<file path="config.mk">
export PLATFORM = sky130hd
export DESIGN_NAME = dual_issue_sched
export DESIGN_NICKNAME = d
export VERILOG_FILES = /design/src/rtl/bsg_vanilla_pkg.sv /design/src/rtl/dual_issue_stats.sv /design/src/rtl/dual_issue_sched.sv
export SDC_FILE = /design/constraint.sdc
export NUM_CORES = 1
export LEC_CHECK = 0
export ABC_AREA = 1
export ABC_CLOCK_PERIOD_IN_PS = 1750
export CAP_MARGIN = 40
export CORE_MARGIN = 4
export CORE_UTILIZATION = 42
export DETAILED_ROUTE_END_ITERATION = 10
export GPL_TIMING_DRIVEN = 0
export PLACE_DENSITY = 0.82
export SETUP_SLACK_MARGIN = 0.15
export SLEW_MARGIN = 20
export SYNTH_ARGS = -nofsm -noshare
export SYNTH_HDL_FRONTEND = slang
export SYNTH_SLANG_ARGS = --single-unit
</file>
<file path="constraint.sdc">
create_clock -name clk_i -period 1.75 [get_ports clk_i]
set_input_delay 0.35 -clock clk_i [delete_from_list [all_inputs] [get_ports clk_i]]
set_output_delay 0.35 -clock clk_i [all_outputs]
set_load 0.02 [all_outputs]
</file>
<file path="src/rtl/bsg_vanilla_pkg.sv">
// Shared types for the vanilla core front end: instruction layout, dual-issue FSM states and slot record.
package bsg_vanilla_pkg;

  localparam int instr_bytes_gp = 4;

  typedef struct packed {
    logic [6:0] funct7;
    logic [4:0] rs2;
    logic [4:0] rs1;
    logic [2:0] funct3;
    logic [4:0] rd;
    logic [6:0] op;
  } instruction_s;

  typedef enum logic [0:0] {
    S_PAIR   = 1'b0,
    S_SECOND = 1'b1
  } dual_issue_state_e;

  typedef struct packed {
    instruction_s instr;
    logic [31:0]  pc;
  } dual_issue_slot_s;

endpackage

</file>
<file path="src/rtl/dual_issue_stats.sv">
// Issue statistics for the dual-issue scheduler: full-pair issues and pair splits, free-running and wrapping.
module dual_issue_stats #(
  parameter int cnt_width_p = 32
) (
  input  logic                   clk_i,
  input  logic                   reset_n_i,
  input  logic                   pair_inc_i,
  input  logic                   split_inc_i,
  output logic [cnt_width_p-1:0] pair_cnt_o,
  output logic [cnt_width_p-1:0] split_cnt_o
);

  logic [cnt_width_p-1:0] pair_cnt_q, pair_cnt_d;
  logic [cnt_width_p-1:0] split_cnt_q, split_cnt_d;

  assign pair_cnt_d  = pair_cnt_q + cnt_width_p'(pair_inc_i);
  assign split_cnt_d = split_cnt_q + cnt_width_p'(split_inc_i);

  always_ff @(posedge clk_i or negedge reset_n_i) begin
    if (!reset_n_i) begin
      pair_cnt_q  <= '0;
      split_cnt_q <= '0;
    end else begin
      pair_cnt_q  <= pair_cnt_d;
      split_cnt_q <= split_cnt_d;
    end
  end

  assign pair_cnt_o  = pair_cnt_q;
  assign split_cnt_o = split_cnt_q;

endmodule

</file>
<file path="src/rtl/dual_issue_sched.sv">
// Issue-slot scheduler: issues fetch pairs together or splits them, holding slot1 for a later cycle.
// Optional build macro DUAL_ISSUE_STATS_EN adds pair/split statistics counters.
module dual_issue_sched
  import bsg_vanilla_pkg::*;
#(
  parameter int pc_width_p  = 32,
  parameter int cnt_width_p = 32
) (
  input  logic                   clk_i,
  input  logic                   reset_n_i,
  input  logic [1:0]             pair_v_i,
  input  instruction_s [1:0]     pair_instr_i,
  input  logic [pc_width_p-1:0]  pair_pc_i,
  output logic                   pair_ready_o,
  input  logic                   has_dep_i,
  input  logic                   slot0_ctrl_i,
  output logic [1:0]             issue_v_o,
  output instruction_s [1:0]     issue_instr_o,
  output logic [pc_width_p-1:0]  issue_pc_o,
  input  logic                   issue_ready_i,
  input  logic                   flush_i
`ifdef DUAL_ISSUE_STATS_EN
  ,
  output logic [cnt_width_p-1:0] pair_cnt_o,
  output logic [cnt_width_p-1:0] split_cnt_o
`endif
);

  dual_issue_state_e     state_q, state_d;
  logic                  hold_v_q, hold_v_d;
  instruction_s          hold_instr_q, hold_instr_d;
  logic [pc_width_p-1:0] hold_pc_q, hold_pc_d;
  logic                  split;
  logic [pc_width_p-1:0] slot1_pc;

  assign split    = pair_v_i[1] & (has_dep_i | slot0_ctrl_i);
  assign slot1_pc = pair_pc_i + pc_width_p'(instr_bytes_gp);

  // Outputs are combinational from state and inputs; reset forces them idle without waiting for a clock.
  always_comb begin
    state_d       = state_q;
    hold_v_d      = hold_v_q;
    hold_instr_d  = hold_instr_q;
    hold_pc_d     = hold_pc_q;
    issue_v_o     = 2'b00;
    pair_ready_o  = 1'b0;
    issue_instr_o = pair_instr_i;
    issue_pc_o    = pair_pc_i;
    if (flush_i) begin
      state_d  = S_PAIR;
      hold_v_d = 1'b0;
    end else begin
      case (state_q)
        S_PAIR: begin
          if (pair_v_i != 2'b00) begin
            issue_v_o    = split ? 2'b01 : pair_v_i;
            pair_ready_o = issue_ready_i;
            if (split && issue_ready_i) begin
              hold_instr_d = pair_instr_i[1];
              hold_pc_d    = slot1_pc;
              hold_v_d     = 1'b1;
              state_d      = S_SECOND;
            end
          end
        end
        S_SECOND: begin
          issue_v_o        = {1'b0, hold_v_q};
          issue_instr_o[0] = hold_instr_q;
          issue_instr_o[1] = '0;
          issue_pc_o       = hold_pc_q;
          if (issue_ready_i) begin
            hold_v_d = 1'b0;
            state_d  = S_PAIR;
          end
        end
        default: state_d = S_PAIR;
      endcase
    end
    if (!reset_n_i) begin
      issue_v_o    = 2'b00;
      pair_ready_o = 1'b0;
    end
  end

  always_ff @(posedge clk_i or negedge reset_n_i) begin
    if (!reset_n_i) begin
      state_q      <= S_PAIR;
      hold_v_q     <= 1'b0;
      hold_instr_q <= '0;
      hold_pc_q    <= '0;
    end else begin
      state_q      <= state_d;
      hold_v_q     <= hold_v_d;
      hold_instr_q <= hold_instr_d;
      hold_pc_q    <= hold_pc_d;
    end
  end

  // Fetch never presents a younger instruction without the older one.
  assert property (@(posedge clk_i) disable iff (!reset_n_i) pair_v_i != 2'b10);

`ifdef DUAL_ISSUE_STATS_EN
  logic pair_inc, split_inc;

  assign pair_inc  = issue_ready_i & (issue_v_o == 2'b11);
  assign split_inc = (state_q == S_PAIR) & split & issue_ready_i & ~flush_i;

  dual_issue_stats #(
    .cnt_width_p(cnt_width_p)
  ) stats (
    .clk_i      (clk_i),
    .reset_n_i  (reset_n_i),
    .pair_inc_i (pair_inc),
    .split_inc_i(split_inc),
    .pair_cnt_o (pair_cnt_o),
    .split_cnt_o(split_cnt_o)
  );
`endif

endmodule

</file>
== Word-level counts from Yosys, hierarchy flattened ==
Index checks and enable logic that the tools add are counted.

* Muxes and demuxes: 23
* Add/sub/neg operators: 1
* Shift-type cells: 0
* Bitwise gates (word level): 4
* Order comparisons: 0
* Equality and inequality tests: 3
* Div/mod/pow operators: 0
* Multiply operators: 0
* Reductions and logical operators: 4

{| class="wikitable"
|+ Operators by type and width
! kind !! number
|-
| 64-bit two-way mux || 2
|-
| 32-bit two-way mux || 2
|-
| 32-bit by 3-bit adder with 32-bit output (second input constant) || 1
|-
| 1-bit two-way mux || 12
|-
| 3-bit != test (second input constant) || 3
|-
| 2-bit two-way mux || 4
|-
| 1-bit one-hot mux with 2 select lines || 2
|-
| 2-bit one-hot mux with 2 select lines || 1
|-
| 4-bit AND reduction || 1
|-
| 3-bit AND reduction || 1
|-
| 1-bit inverter || 2
|-
| 2-bit nonzero test || 1
|-
| 1-bit bitwise AND || 1
|-
| 1-bit logical AND || 1
|-
| 1-bit bitwise OR || 1
|}

* Output and inout port bits: 99
* Logic and storage cells: 44
* Memory bits (read-only): 0
* Latch bits: 0
* Memories: 0
* Flip-flop bits (word level): 66
* RAM bits: 0

== Depth between registers and ports, before layout ==
* Depth in word-level cells: 7
* Gate-level depth with buffers: 9
* Mapped depth without buffers: 9

== Least setup slack after synthesis ==
Ideal clock, no wire load.

* Kind: register to output
* Start: register state_q
* End: output issue_v_o[1]
* Arrival time: 1.273 ns
* Buffers on the path: 0
* Path slack: 0.127 ns
* Stages on the path, launching flop included: 4
* Data required time: 1.400 ns
* Path through: dfrtp_1 > nor2_2 > nand2_1 > nor4_1

* Longest elaborated chain between the ends: 4

{| class="wikitable"
|+ Ends and longest elaborated chain
! element !! RTL line !! source
|-
| start, declared || dual_issue_sched.sv:29 || <nowiki>dual_issue_state_e state_q, state_d;</nowiki>
|-
| start signal, assigned || dual_issue_sched.sv:92 || <nowiki>state_q <= state_d;</nowiki>
|-
| 1-bit inverter (no source line) || - ||
|-
| 2-bit one-hot mux with 2 select lines * || dual_issue_sched.sv:53 || <nowiki>case (state_q)</nowiki>
|-
| 2-bit two-way mux * || dual_issue_sched.sv:49 || <nowiki>if (flush_i) begin</nowiki>
|-
| 2-bit two-way mux * || dual_issue_sched.sv:79 || <nowiki>if (!reset_n_i) begin</nowiki>
|-
| end, declared || dual_issue_sched.sv:17 || <nowiki>output logic [1:0] issue_v_o,</nowiki>
|}

Mark *: on every way between the ends. The rest lies on a longest branch, timed or not.

==> reports/summary.txt <==
most frequent CP cell: nand2_1
count of cell types in the netlist: 30
TritonCTS Buffers: 9
Worst VDD drop: 0.391 mV
CP Class: register to output pin
DR WL/cell: 16.8 um
most frequent cells in the layout: 237 x nand2_1, 86 x clkdlybuf4s50_1, 77 x buf_6
CTS H-Tree Depth: 3
sequential share of the synthesized area: 0.381
Total Nets Final: 1006
Cell Count Post-Placement: 1007
max-slew violations: 0
Synth Area in Simple Gates: 0.397
Synth Net Count: 776
vias in the first global route: 5088
Worst-Skew Late Latency: 0.35 ns
Final Util: 0.775
critical path peak fanout: 10
Max Fclk: 520 MHz
largest net degree at the start of global routing: 43
Final Worst Setup Slack: -0.171 ns
CP endpoint kind: output pin
Synth Area in Adders: 0.00288
half-perimeter wire length after placement: 12.6 mm
Post-Syn Instances: 671
filler instances: 718
vias: 5370
Layout area overhead: 76.9%
Yosys top cell area share: 0.381
Max stage delay cell, worst path: dfrtp_1
final hold violations: 0
Die H: 110 um
CP required: 1.40 ns
final setup vio count: 93
root cell of the clock tree: clkbuf_8
Die X: 110 um
drt pass-1 iters: 5
pre-CTS WS: -1.17 ns
synth warn: 0
Area contributors post-synth: dfrtp_1 38%, nand2_1 24%, o21ai_0 7.3%
Leak: 3.87 nW
slowest stage delay, CP: 0.41 ns
initial antenna violation count: 0
Tot Pwr: 5.00 mW
CTS tree: yes
Avg Synthesized Cell Area: 6.47 um2
initial core utilization: 0.438
Worst Skew: 0.0115 ns
most common cell after layout, fill and taps aside: nand2_1
first-pass GRT wire length: 25.1 mm
status: complete, but fails checks
die footprint: 12000 um2
worst slew pin tran: 0.363 ns
Rows: 36
Antenna Nets Post-Route: 0
# diodes: 0
post-DR vias/cell: 5.17
Synth area leader: dfrtp_1
Hold WC Path Type: primary input to async pin
CP arrival: 1.57 ns
number of remaining DRC errors: 0
fraction of synthesized area in multiplexers: 0
clock slew at reported path FFs: 0.08 ns
post-synthesis compound-gate area fraction: 0.108
Core Area: 9910 um2
Port Buffer Count: 202
CTS sink cnt: 66
main combinational cell family by area after synthesis: simple AND/OR/NAND/NOR gates
synthesized flop and latch total: 66
DRT Wirelength: 17.4 mm
CP Cell Sequence: nand2_4 -> inv_6 -> buf_12 -> buf_8 -> nand2_1 -> nand2_1 -> buf_6
gpl congestion: 0.923
total of max-cap violations: 0
slew margin rel.: 0.758
Multi-input gate area: 2710 um2
unrepaired setup endpoints after global routing: yes
IO Pins: 203
failing checks: negative setup slack
Startpoint Class: register
Post-Layout Cell Count: 1039
Mapped Area: 4340 um2
Tot GR Track Use: 0.267
post-layout min period: 1.92 ns
First DRT Iteration DRCs: 357
flip-flop and latch area: 1650 um2
xor/xnor cell area share of the yosys netlist: 0.0121
PD cells: 651 nW/um2
fin crit share: 1.10
Longest Clk Path Bufs: 2
grt ovf: 0
layout cells sized above 1: 0.310
-- final cells by class --
type | count | area share
clock inverters | 4 | 0.00668
multi-input cells | 504 | 0.353
clock buffers | 12 | 0.0189
repair buffers | 218 | 0.297
inverters | 72 | 0.0365
well taps | 133 | 0.0217
plain buffers | 30 | 0.0515
flip-flops and latches | 66 | 0.215
-- registers in the layout, summed over array words and instances (netlist names) --
| signal | flops |
|---|---|
| hold_v_q | 1 |
| hold_instr_q | 32 |
| state_q | 1 |
| hold_pc_q | 32 |
-- kinds of logic after synthesis --
| logic type | after synthesis |
|---|---|
| buf+inv | 102 |
| fa+ha+maj | 1 |
| flops | 66 |
| xor+xnor | 6 |
| simple gates | 407 |
| compound gates | 89 |
-- worst max-delay path, delay by kind of cell (launching register included) --
family / cells / cell delay (ns)
simple gates: 3 / 0.32
flops: 1 / 0.41
buf+inv: 4 / 0.49
-- power breakdown --
group | internal, mW | switching, mW
clock | 0.699 | 0.619
sequential | 1.80 | 0.174
combinational | 0.813 | 0.893
total | 3.31 | 1.69
-- what timing repair did --
item	CTS	global route
setup buffers	3	7
setup endpoints to repair	109	127
hold buffers	1	0
pin swaps	7	8
gates resized for setup	661	200
cloned	1	4
hold endpoints to repair	24	0
-- stage by stage --
stage	hold WS, ns	setup TNS, ns	cell area (um2)
after floorplan	0.0544	0	4350
after global placement	0.461	-233.59	6530
after detailed placement	0.288	-107.46	6550
after CTS	0.00717	-10.82	6980
after global routing	0.0171	-15.08	7680
final	0.0242	-9.42	7680
-- layer usage --
metal  routed length [um]  global-route usage  vias up
met3                 1350              0.0482       32
li1                     -                   -     2544
met1                 6470               0.313     2548
met4                  420              0.0908        0
met2                 9200               0.489      246
met5                    0                   0        -
-- Yosys cell counts, drive strengths merged --
library cell / n
a221oi: 1
and2: 2
or2: 2
buf: 20
nand2: 288
nor4: 1
o21ai: 79
ha: 1
nor2: 77
inv: 72
xnor2: 1
dfrtp: 66
nand3: 36
o21bai: 7
clkbuf: 10
xor2: 5
a21oi: 2
nand4: 1
-- worst paths after layout --
path                               start                 to  slack, ns  cells past startpoint
setup reg to reg                 state_q      hold_pc_q[23]       0.06                      9
setup / recovery                 state_q  issue_instr_o[25]      -0.17                      7
hold reg to reg            hold_pc_q[26]      hold_pc_q[26]       0.48                      2
hold / removal                 reset_n_i      hold_pc_q[28]       0.02                      2
max in group asynchronous      reset_n_i   hold_instr_q[17]       1.47                      2
min in group clk_i               flush_i           hold_v_q       0.41                      2
Note: power is estimated with default switching activity, not from simulation.
